$ cat src/rtl/core_pkg.sv
// Shared types for the store buffer: store size codes, drain FSM states
// and the record kept for each buffered store.
package core_pkg;

  typedef enum logic [1:0] {
    SIZE_BYTE = 2'd0,
    SIZE_HALF = 2'd1,
    SIZE_WORD = 2'd2,
    SIZE_RSVD = 2'd3
  } st_size_e;

  typedef enum logic {
    IDLE  = 1'b0,
    WRITE = 1'b1
  } sb_state_e;

  // One buffered store: word address, lane-positioned data, byte enables.
  typedef struct packed {
    logic [29:0] addr;
    logic [31:0] wdata;
    logic [3:0]  be;
  } sb_entry_t;

  // Unshifted byte-enable pattern for a store size; reserved size gets none.
  function automatic logic [3:0] size_to_mask(input st_size_e size);
    case (size)
      SIZE_BYTE: size_to_mask = 4'b0001;
      SIZE_HALF: size_to_mask = 4'b0011;
      SIZE_WORD: size_to_mask = 4'b1111;
      default:   size_to_mask = 4'b0000;
    endcase
  endfunction

endpackage

$ cat src/rtl/sb_lane_encode.sv
// Turns a right-aligned store (size + low address bits) into byte-lane
// enables and lane-positioned data, and flags stores that cannot be encoded.
module sb_lane_encode
  import core_pkg::*;
(
  input  logic [1:0]  offset,
  input  logic [1:0]  size,
  input  logic [31:0] data,
  output logic [3:0]  be,
  output logic [31:0] wdata,
  output logic        misaligned
);

  // Misalignment check and lane shifting; bad stores are never enqueued,
  // so their be/wdata values are don't-care.
  always_comb begin
    misaligned = 1'b0;
    case (st_size_e'(size))
      SIZE_BYTE: misaligned = 1'b0;
      SIZE_HALF: misaligned = offset[0];
      SIZE_WORD: misaligned = (offset != 2'b00);
      default:   misaligned = 1'b1;
    endcase
    be    = size_to_mask(st_size_e'(size)) << offset;
    wdata = data << {offset, 3'b000};
  end

endmodule

$ cat src/rtl/store_buffer.sv
// Store buffer: queues encoded stores in a FIFO, drains them one at a time
// to data memory through an IDLE/WRITE handshake, and looks up pending
// stores for loads. Full-word load forwarding is built only when the macro
// STORE_BUF_FWD_EN is defined; otherwise any matching pending store makes
// the load stall via ld_conflict.
module store_buffer
  import core_pkg::*;
#(
  parameter int DEPTH = 4
) (
  input  logic        clock,
  input  logic        reset,
  input  logic        st_valid,
  output logic        st_ready,
  input  logic [31:0] st_addr,
  input  logic [31:0] st_data,
  input  logic [1:0]  st_size,
  output logic        st_err,
  output logic        mem_we,
  output logic [31:0] mem_addr,
  output logic [31:0] mem_wdata,
  output logic [3:0]  mem_be,
  input  logic        mem_ack,
  input  logic [31:0] ld_addr,
  output logic        ld_hit,
  output logic [31:0] ld_data,
  output logic        ld_conflict,
  output logic        empty
);

  localparam int PTR_W = (DEPTH > 1) ? $clog2(DEPTH) : 1;
  localparam int CNT_W = PTR_W + 1;

  sb_entry_t        entries [DEPTH];
  logic [PTR_W-1:0] wr_ptr;
  logic [PTR_W-1:0] rd_ptr;
  logic [CNT_W-1:0] count;
  sb_state_e        state;
  sb_state_e        next_state;
  logic             load_head;
  logic             pop;
  logic             accept;
  logic             full;
  logic [3:0]       enc_be;
  logic [31:0]      enc_wdata;
  logic             enc_misaligned;
  logic             match_any;
  logic [3:0]       match_be;
  logic [31:0]      match_wdata;
  logic [PTR_W-1:0] scan_idx;
  logic             unused_ld_bits;

  // Byte lanes inside the word never affect the word-granular lookup.
  assign unused_ld_bits = ^ld_addr[1:0];

  sb_lane_encode u_encode (
    .offset     (st_addr[1:0]),
    .size       (st_size),
    .data       (st_data),
    .be         (enc_be),
    .wdata      (enc_wdata),
    .misaligned (enc_misaligned)
  );

  // Ready depends on occupancy only, so a pop in the same cycle does not
  // open a slot until the following cycle. The entry under write still
  // counts as occupied.
  assign full     = (count == CNT_W'(DEPTH));
  assign st_ready = ~full;
  assign accept   = st_valid & ~full & ~enc_misaligned;
  assign st_err   = reset & st_valid & enc_misaligned;
  assign empty    = (count == '0) && (state == IDLE);

  // Drain state register.
  always_ff @(posedge clock or negedge reset) begin
    if (!reset) state <= IDLE;
    else        state <= next_state;
  end

  // Drain sequencing: IDLE latches the oldest entry, WRITE holds it until ack.
  always_comb begin
    next_state = state;
    load_head  = 1'b0;
    pop        = 1'b0;
    mem_we     = 1'b0;
    case (state)
      IDLE: begin
        if (count != '0) begin
          load_head  = 1'b1;
          next_state = WRITE;
        end
      end
      WRITE: begin
        mem_we = 1'b1;
        if (mem_ack) begin
          pop        = 1'b1;
          next_state = IDLE;
        end
      end
      default: next_state = IDLE;
    endcase
  end

  // Memory request registers, held stable for the whole WRITE state.
  always_ff @(posedge clock or negedge reset) begin
    if (!reset) begin
      mem_addr  <= '0;
      mem_wdata <= '0;
      mem_be    <= '0;
    end else if (load_head) begin
      mem_addr  <= {entries[rd_ptr].addr, 2'b00};
      mem_wdata <= entries[rd_ptr].wdata;
      mem_be    <= entries[rd_ptr].be;
    end
  end

  // FIFO pointers and occupancy; power-of-two depth wraps naturally.
  always_ff @(posedge clock or negedge reset) begin
    if (!reset) begin
      wr_ptr <= '0;
      rd_ptr <= '0;
      count  <= '0;
    end else begin
      if (accept) wr_ptr <= wr_ptr + 1'b1;
      if (pop)    rd_ptr <= rd_ptr + 1'b1;
      case ({accept, pop})
        2'b10:   count <= count + 1'b1;
        2'b01:   count <= count - 1'b1;
        default: count <= count;
      endcase
    end
  end

  // Entry storage; slots outside the occupied range are never read.
  always_ff @(posedge clock) begin
    if (accept) begin
      entries[wr_ptr] <= '{addr: st_addr[31:2], wdata: enc_wdata, be: enc_be};
    end
  end

  // Scan oldest to youngest so the youngest matching entry wins.
  always_comb begin
    match_any   = 1'b0;
    match_be    = '0;
    match_wdata = '0;
    scan_idx    = '0;
    for (int i = 0; i < DEPTH; i++) begin
      scan_idx = rd_ptr + PTR_W'(i);
      if ((CNT_W'(i) < count) && (entries[scan_idx].addr == ld_addr[31:2])) begin
        match_any   = 1'b1;
        match_be    = entries[scan_idx].be;
        match_wdata = entries[scan_idx].wdata;
      end
    end
  end

`ifdef STORE_BUF_FWD_EN
  // Forward only a full-word youngest match; a partial one forces a stall.
  always_comb begin
    ld_hit      = match_any && (match_be == 4'b1111);
    ld_conflict = match_any && (match_be != 4'b1111);
    ld_data     = ld_hit ? match_wdata : '0;
  end
`else
  logic unused_fwd;
  assign unused_fwd = ^{match_be, match_wdata};

  // Without forwarding, any pending store to the word stalls the load.
  always_comb begin
    ld_hit      = 1'b0;
    ld_data     = '0;
    ld_conflict = match_any;
  end
`endif

endmodule
$ cat config.mk
export PLATFORM = sky130hd
export DESIGN_NAME = store_buffer
export DESIGN_NICKNAME = d
export VERILOG_FILES = /design/src/rtl/core_pkg.sv /design/src/rtl/sb_lane_encode.sv /design/src/rtl/store_buffer.sv
export SDC_FILE = /design/constraint.sdc
export NUM_CORES = 1
export LEC_CHECK = 0
export ABC_AREA = 1
export CORE_MARGIN = 4
export CORE_UTILIZATION = 45
export CTS_CLUSTER_SIZE = 10
export DETAILED_ROUTE_END_ITERATION = 8
export GPL_ROUTABILITY_DRIVEN = 0
export GPL_TIMING_DRIVEN = 0
export HOLD_SLACK_MARGIN = 0.03
export PLACE_DENSITY_LB_ADDON = 0.3
export SYNTH_ARGS = -nofsm -noshare
export SYNTH_HDL_FRONTEND = slang
export SYNTH_SLANG_ARGS = --single-unit
$ cat constraint.sdc
create_clock -name clock -period 10.1 [get_ports clock]
set_input_delay 1.515 -clock clock [delete_from_list [all_inputs] [get_ports clock]]
set_output_delay 1.515 -clock clock [all_outputs]
set_load 0.05 [all_outputs]
* After elaboration in Yosys (flattened, before gate mapping)
Memories as Yosys holds them, arrays and structs flattened.
Index checks and enable logic that the tools add are counted.
W data, S select, Z words.
** Cells by class
- Add/sub/neg operators :: 6
- Order comparisons :: 4
- Equality and inequality tests :: 9
- Shift-type cells :: 2
- Mux-type cells :: 16
- Bitwise operators :: 7
- Reduce and logical (&&, ||, !) cells :: 10
** Operator list (count)
- $eq A30 B30 Y1 :: 4
- $shl A32 B5 Y32 :: 1
- $mux W1 :: 12
- $pmux W4 S3 :: 1
- $lt A1 B3 Y1 const A :: 2
- $lt A2 B3 Y1 const A :: 2
- $pmux W3 S2 :: 1
- $logic_and A1 B1 Y1 :: 5
- $add A2 B1 Y2 const B :: 2
- $add A2 B2 Y2 const B :: 2
- $and A1 B1 Y1 :: 4
- $eq A2 B1 Y1 const B :: 2
- $eq A2 B2 Y1 const B :: 2
- $reduce_bool A2 Y1 :: 2
- $shl A4 B2 Y4 :: 1
- $add A3 B1 Y3 const B :: 1
- $eq A3 B3 Y1 const B :: 1
- $logic_not A3 Y1 :: 1
- $not A1 Y1 :: 3
- $pmux W1 S3 :: 1
- $reduce_bool A3 Y1 :: 1
- $sub A3 B1 Y3 const B :: 1
- $logic_not A2 Y1 :: 1
- $pmux W1 S2 :: 1
** Word-level totals
- Register bits after elaboration :: 74
- RAM bits :: 264
- Bits of input ports :: 102
- Output and inout bits :: 106
- Word-level logic and storage cells :: 62
- Memories :: 1
** Memories
- entries :: words 4, width 66, rd ports 4, clocked after Yosys merged registers in 0, wr ports 1, RTL line store_buffer.sv:34 : sb_entry_t entries [DEPTH];

* Logic depth before layout (Yosys ltp)
An unclocked memory read counts as a cell.
- Depth after elaboration :: 7
- Gate-level depth with buffers :: 18
- Depth with buffers taken out :: 15

* Hierarchy
A second synthesis with hierarchy kept.
** Second synthesis, totals
- Cell total of the unflattened synthesis :: 2167
- Area total of the unflattened synthesis :: 17844.6 um^2
** Modules (own cells, without submodules)
- store_buffer :: times used 1, cells each 1976, area each 16987.5 um^2, sequential area each 9779.4 um^2
- sb_lane_encode :: times used 1, cells each 191, area each 857.1 um^2, sequential area each 0.0 um^2

* Least setup slack after synthesis
No wires, ideal clock.
- Path type :: input to register
- Start point :: input st_addr[0]
- End point :: memory entries[0][0] (netlist name), enable pin
- Setup time :: 0.491 ns
- Arrival time :: 5.364 ns
- Required time :: 9.609 ns
- Setup slack :: 4.246 ns
- Stages :: 6
- Buffers on the path :: 1
- Path through :: buf_2 inv_2 nand2_1 a221oi_1 nand3_1 nor2_1
** On the way
- Cells in the longest elaborated chain, start to end :: 6
** RTL lines
- from (decl) :: RTL line store_buffer.sv:15 : input logic [31:0] st_addr,
- $reduce_bool A2 Y1 :: RTL line sb_lane_encode.sv:21 : SIZE_WORD: misaligned = (offset != 2'b00);
- $pmux W1 S3 (*) :: RTL line sb_lane_encode.sv:18 : case (st_size_e'(size))
- $not A1 Y1 (*) :: RTL line store_buffer.sv:70 : assign accept = st_valid & ~full & ~enc_misaligned;
- $and A1 B1 Y1 (*) :: RTL line store_buffer.sv:70
- $mux W1 (*) :: RTL line store_buffer.sv:136 : if (accept) begin
- $mux W1 (not written as such) (*) :: RTL line store_buffer.sv:137 : entries[wr_ptr] <= '{addr: st_addr[31:2], wdata: enc_wdata, be: enc_be};
- to (decl) :: RTL line store_buffer.sv:34
Every way passes the cells marked *; elsewhere a longest branch is shown, timed or not.

* Worst setup path after layout
- Start point :: input ld_addr[11]
- End point :: output ld_conflict
** On the way
- Cells in the longest elaborated chain, start to end :: 6
- Elaborated cells on any way between the ends :: 12
- Those cells by class :: 4 x eq/ne; 4 x mux; 4 x reduce/logical
** RTL lines
- from (decl) :: RTL line store_buffer.sv:24 : input logic [31:0] ld_addr,
- $eq A30 B30 Y1 :: RTL line store_buffer.sv:149 : if ((CNT_W'(i) < count) && (entries[scan_idx].addr == ld_addr[31:2])) begin
- $logic_and A1 B1 Y1 :: RTL line store_buffer.sv:149
- $mux W1 (3 in series) :: RTL line store_buffer.sv:149
- $mux W1 (*) :: RTL line store_buffer.sv:149
- to (decl) :: RTL line store_buffer.sv:27 : output logic ld_conflict,
Marks and branches as above.

==> impl_metrics.yaml <==
place:
  dpl.cell_count: 2796
  place_hpwl_um: 45300
  portBuffers: 169
route:
  postRouteWirelength_um: 63200
  vias_per_cell: 5.71
  drtIter0Drc: 2554
  post-route-drc-count: 0
  dr.pass1.iters: 8
  antenna_left: 0
  vias: 16413
  wl_per_cell_um: 22.0
timing:
  setup_viol: 0
  fin_tns_setup_ps: 0
  fin_skew_ps: 16.5
  timing.fmax_ghz: 0.176
  hold_violations: 0
  tightestPinTransition_ps: 1030
  max-slew-margin-rel: 0.316
  period_share: 0.561
  hold_slack_ps: 525
  rsz0062_at_grt: "no"
  drv_slew: 0
  fin_crit_ps: 5670
floorplan:
  fp.dieH_um: 205
  core_area_um2: 38000
  fp.dieW_um: 205
  num_rows: 71
  initial_core_util: 0.460
  die-area_um2: 42100
  io_pins: 208
final_layout:
  area_delta_synth_final_pct: 22.2
  fin_util: 0.562
  multi_input_area_um2: 6780
  final_cells: 2872
  fillers: 3374
  seqCellArea_um2: 9780
  layout.nets: 2441
  drive_gt1_frac: 0.0598
pwr:
  peakVddDrop_v: 0.000232
  p_leak_uw: 0.00921
  p_per_area_nw_per_um2: 338
clocking:
  cts_buffers: 40
  hold_buffers: 0
  clk_latency_ps: 570
  clk_path_buf_depth: 3
  cts.sinks: 338
  cts-htree-levels: 2
  cts_tree: "yes"
  post_cts_resized: 0
  postCtsSetupBuffers: 0
  clkTransAtPathRegs_ps: 50
  root_buffer: "clkbuf_16"
logic_synthesis:
  synth-simple-area-share: 0.298
  synth_xor_area_frac: 0.00351
  synth_top_area_share: 0.453
  syn_inst: 2073
  yosysWarnings: 0
  synth_compound_area_frac: 0.0678
  syn_area_per_cell_um2: 8.44
  synth_top_family_by_area: "simple AND/OR/NAND/NOR gates"
  synth_seq_cells: 338
  async_flop_share: 0.219
  yosysUniqueCellTypes: 29
  synth.area.mux_share: 0
  synth_commonest_cells: "nand2_1, edfxtp_1, nand3_1"
  seq_area_frac_synth: 0.559
  synth_adder_area_share: 0.00859
  synthFlopType: "edfxtp_1"
  yosysTopAreaCell: "edfxtp_1"
  synthTopCellsByArea: "edfxtp_1, nand2_1, dfrtp_1"
  synth_edf_count: 264
  synth_most_common_cell: "nand2_1"
  syn_area_um2: 17500
global_routing:
  track_usage: 0.292
  grt_overflow_total: 0
  antenna_found_initial: 5
  grt_pass1_wl_um: 91900
  first_global_vias: 15898
  grt_max_degree: 60
critical_path:
  cp_data_arrival_time_ps: 4160
  worstSetupEndpointType: "primary output"
  cp_data_required_time_ps: 8590
  slowest_delay_ps: 830
  slowest_stage: "clkdlybuf4s50_1"
  startpoint_type: "input port"
  crit_chain: "clkdlybuf4s50_1 > inv_1 > nand3_1 > nand2_1 > nor2_1 > nand2_1 > nor2_1 > nand2_1 > nor2_1 > nor2_1 > nand2_1 > clkdlybuf4s50_1"
  worstSetupPathType: "input port to primary output"
  critPathMaxFanout: 6
status:
  status: "completed"
hold_path:
  hold_path_class: "register to register"
job:
  max_cap_viol_count: 0
==> area by class of cell <==
type / instances / share of cell area
Tap cell: 511 / 0.0299
Inverter: 99 / 0.0174
Buffer: 124 / 0.0336
Multi-Input combinational cell: 1546 / 0.317
Timing Repair Buffer: 178 / 0.0882
Sequential cell: 338 / 0.458
Clock inverter: 3 / 0.00211
Clock buffer: 71 / 0.0538
Antenna cell: 2 / 0.000234
==> path summary, 6_finish.rpt <==
check	startpoint	endpoint	slack, ps	cells after the start
hold reg to reg	mem_addr[6]	mem_addr[6]	520	2
setup reg to reg	count[0]	entries[3][19]	7080	7
max in group asynchronous	reset	mem_wdata[15]	8660	2
hold / removal	mem_addr[6]	mem_addr[6]	520	2
min in group asynchronous	reset	mem_addr[5]	820	1
setup / recovery	ld_addr[11]	ld_conflict	4430	12
==> through the flow <==
| stage | worst slack, ps | cell area (um^2) | total power (uW) |
|---|---|---|---|
| final | 4430 | 21400 | 7210 |
| after global routing | 4430 | 21400 | 7530 |
| after CTS | 4560 | 21400 | 7080 |
| after detailed placement | 4580 | 20200 | 5740 |
| after global placement | 720 | 19900 | 5670 |
| after floorplan | 4250 | 17600 | 4360 |
==> power breakdown <==
part / internal, uW / switching, uW / total, uW
Combinational: 1090 / 2840 / 3920
Clock: 773 / 562 / 1330
Sequential: 1800 / 157 / 1950
Total: 3660 / 3560 / 7210
==> logic make-up (layout without fill, tap and decap cells) <==
kind of cell | count (synthesis) | count (layout)
simple gates | 1309 | 1309
flops | 338 | 338
buf+inv | 223 | 475
compound gates | 183 | 183
fa+ha+maj | 12 | 12
xor+xnor | 7 | 7
other cells | 1 | 37
==> layer usage <==
layer | GRT usage | vias to the layer above | part of all wire
met5 | 0 | - | 0.00063
met4 | 0.176 | 6 | 0.071
met3 | 0.0845 | 307 | 0.14
met2 | 0.452 | 1243 | 0.44
met1 | 0.364 | 7485 | 0.36
li1 | - | 7372 | -
==> state kept, by name (all words and copies together), names as in the netlist <==
register	count
count	3
entries	264
mem_addr	30
mem_be	4
mem_wdata	32
rd_ptr	2
state	1
wr_ptr	2
==> layout by cell type (no fill, tap or decap) <==
| master | count |
|---|---|
| nand2_2 | 1 |
| inv_16 | 2 |
| a21boi_0 | 1 |
| o21ai_1 | 11 |
| a21oi_1 | 43 |
| xor2_1 | 5 |
| buf_6 | 7 |
| a22oi_1 | 51 |
| buf_1 | 17 |
| nand2_1 | 889 |
| buf_2 | 25 |
| o32ai_1 | 3 |
| a221oi_1 | 1 |
| edfxtp_1 | 264 |
| nor2_4 | 4 |
| clkinv_2 | 1 |
| o22ai_1 | 6 |
| diode_2 | 2 |
| ha_1 | 12 |
| inv_2 | 3 |
| clkbuf_16 | 41 |
| conb_1 | 35 |
| nor2_1 | 180 |
| clkbuf_1 | 59 |
| buf_16 | 2 |
| nand2_4 | 1 |
| a31oi_1 | 7 |
| buf_4 | 46 |
| clkinv_1 | 4 |
| buf_12 | 7 |
| a41oi_1 | 29 |
| inv_1 | 92 |
| clkdlybuf4s50_1 | 168 |
| nand3_1 | 234 |
| xnor2_1 | 2 |
| o21ai_0 | 31 |
| dfrtp_1 | 74 |
| clkbuf_8 | 1 |
==> worst max-delay path, delay by kind of cell <==
kind,cells,cell delay [ps]
buffers and inverters,3,1660
AND/OR/NAND/NOR,9,1000
Power figures use the tool's default switching activity.
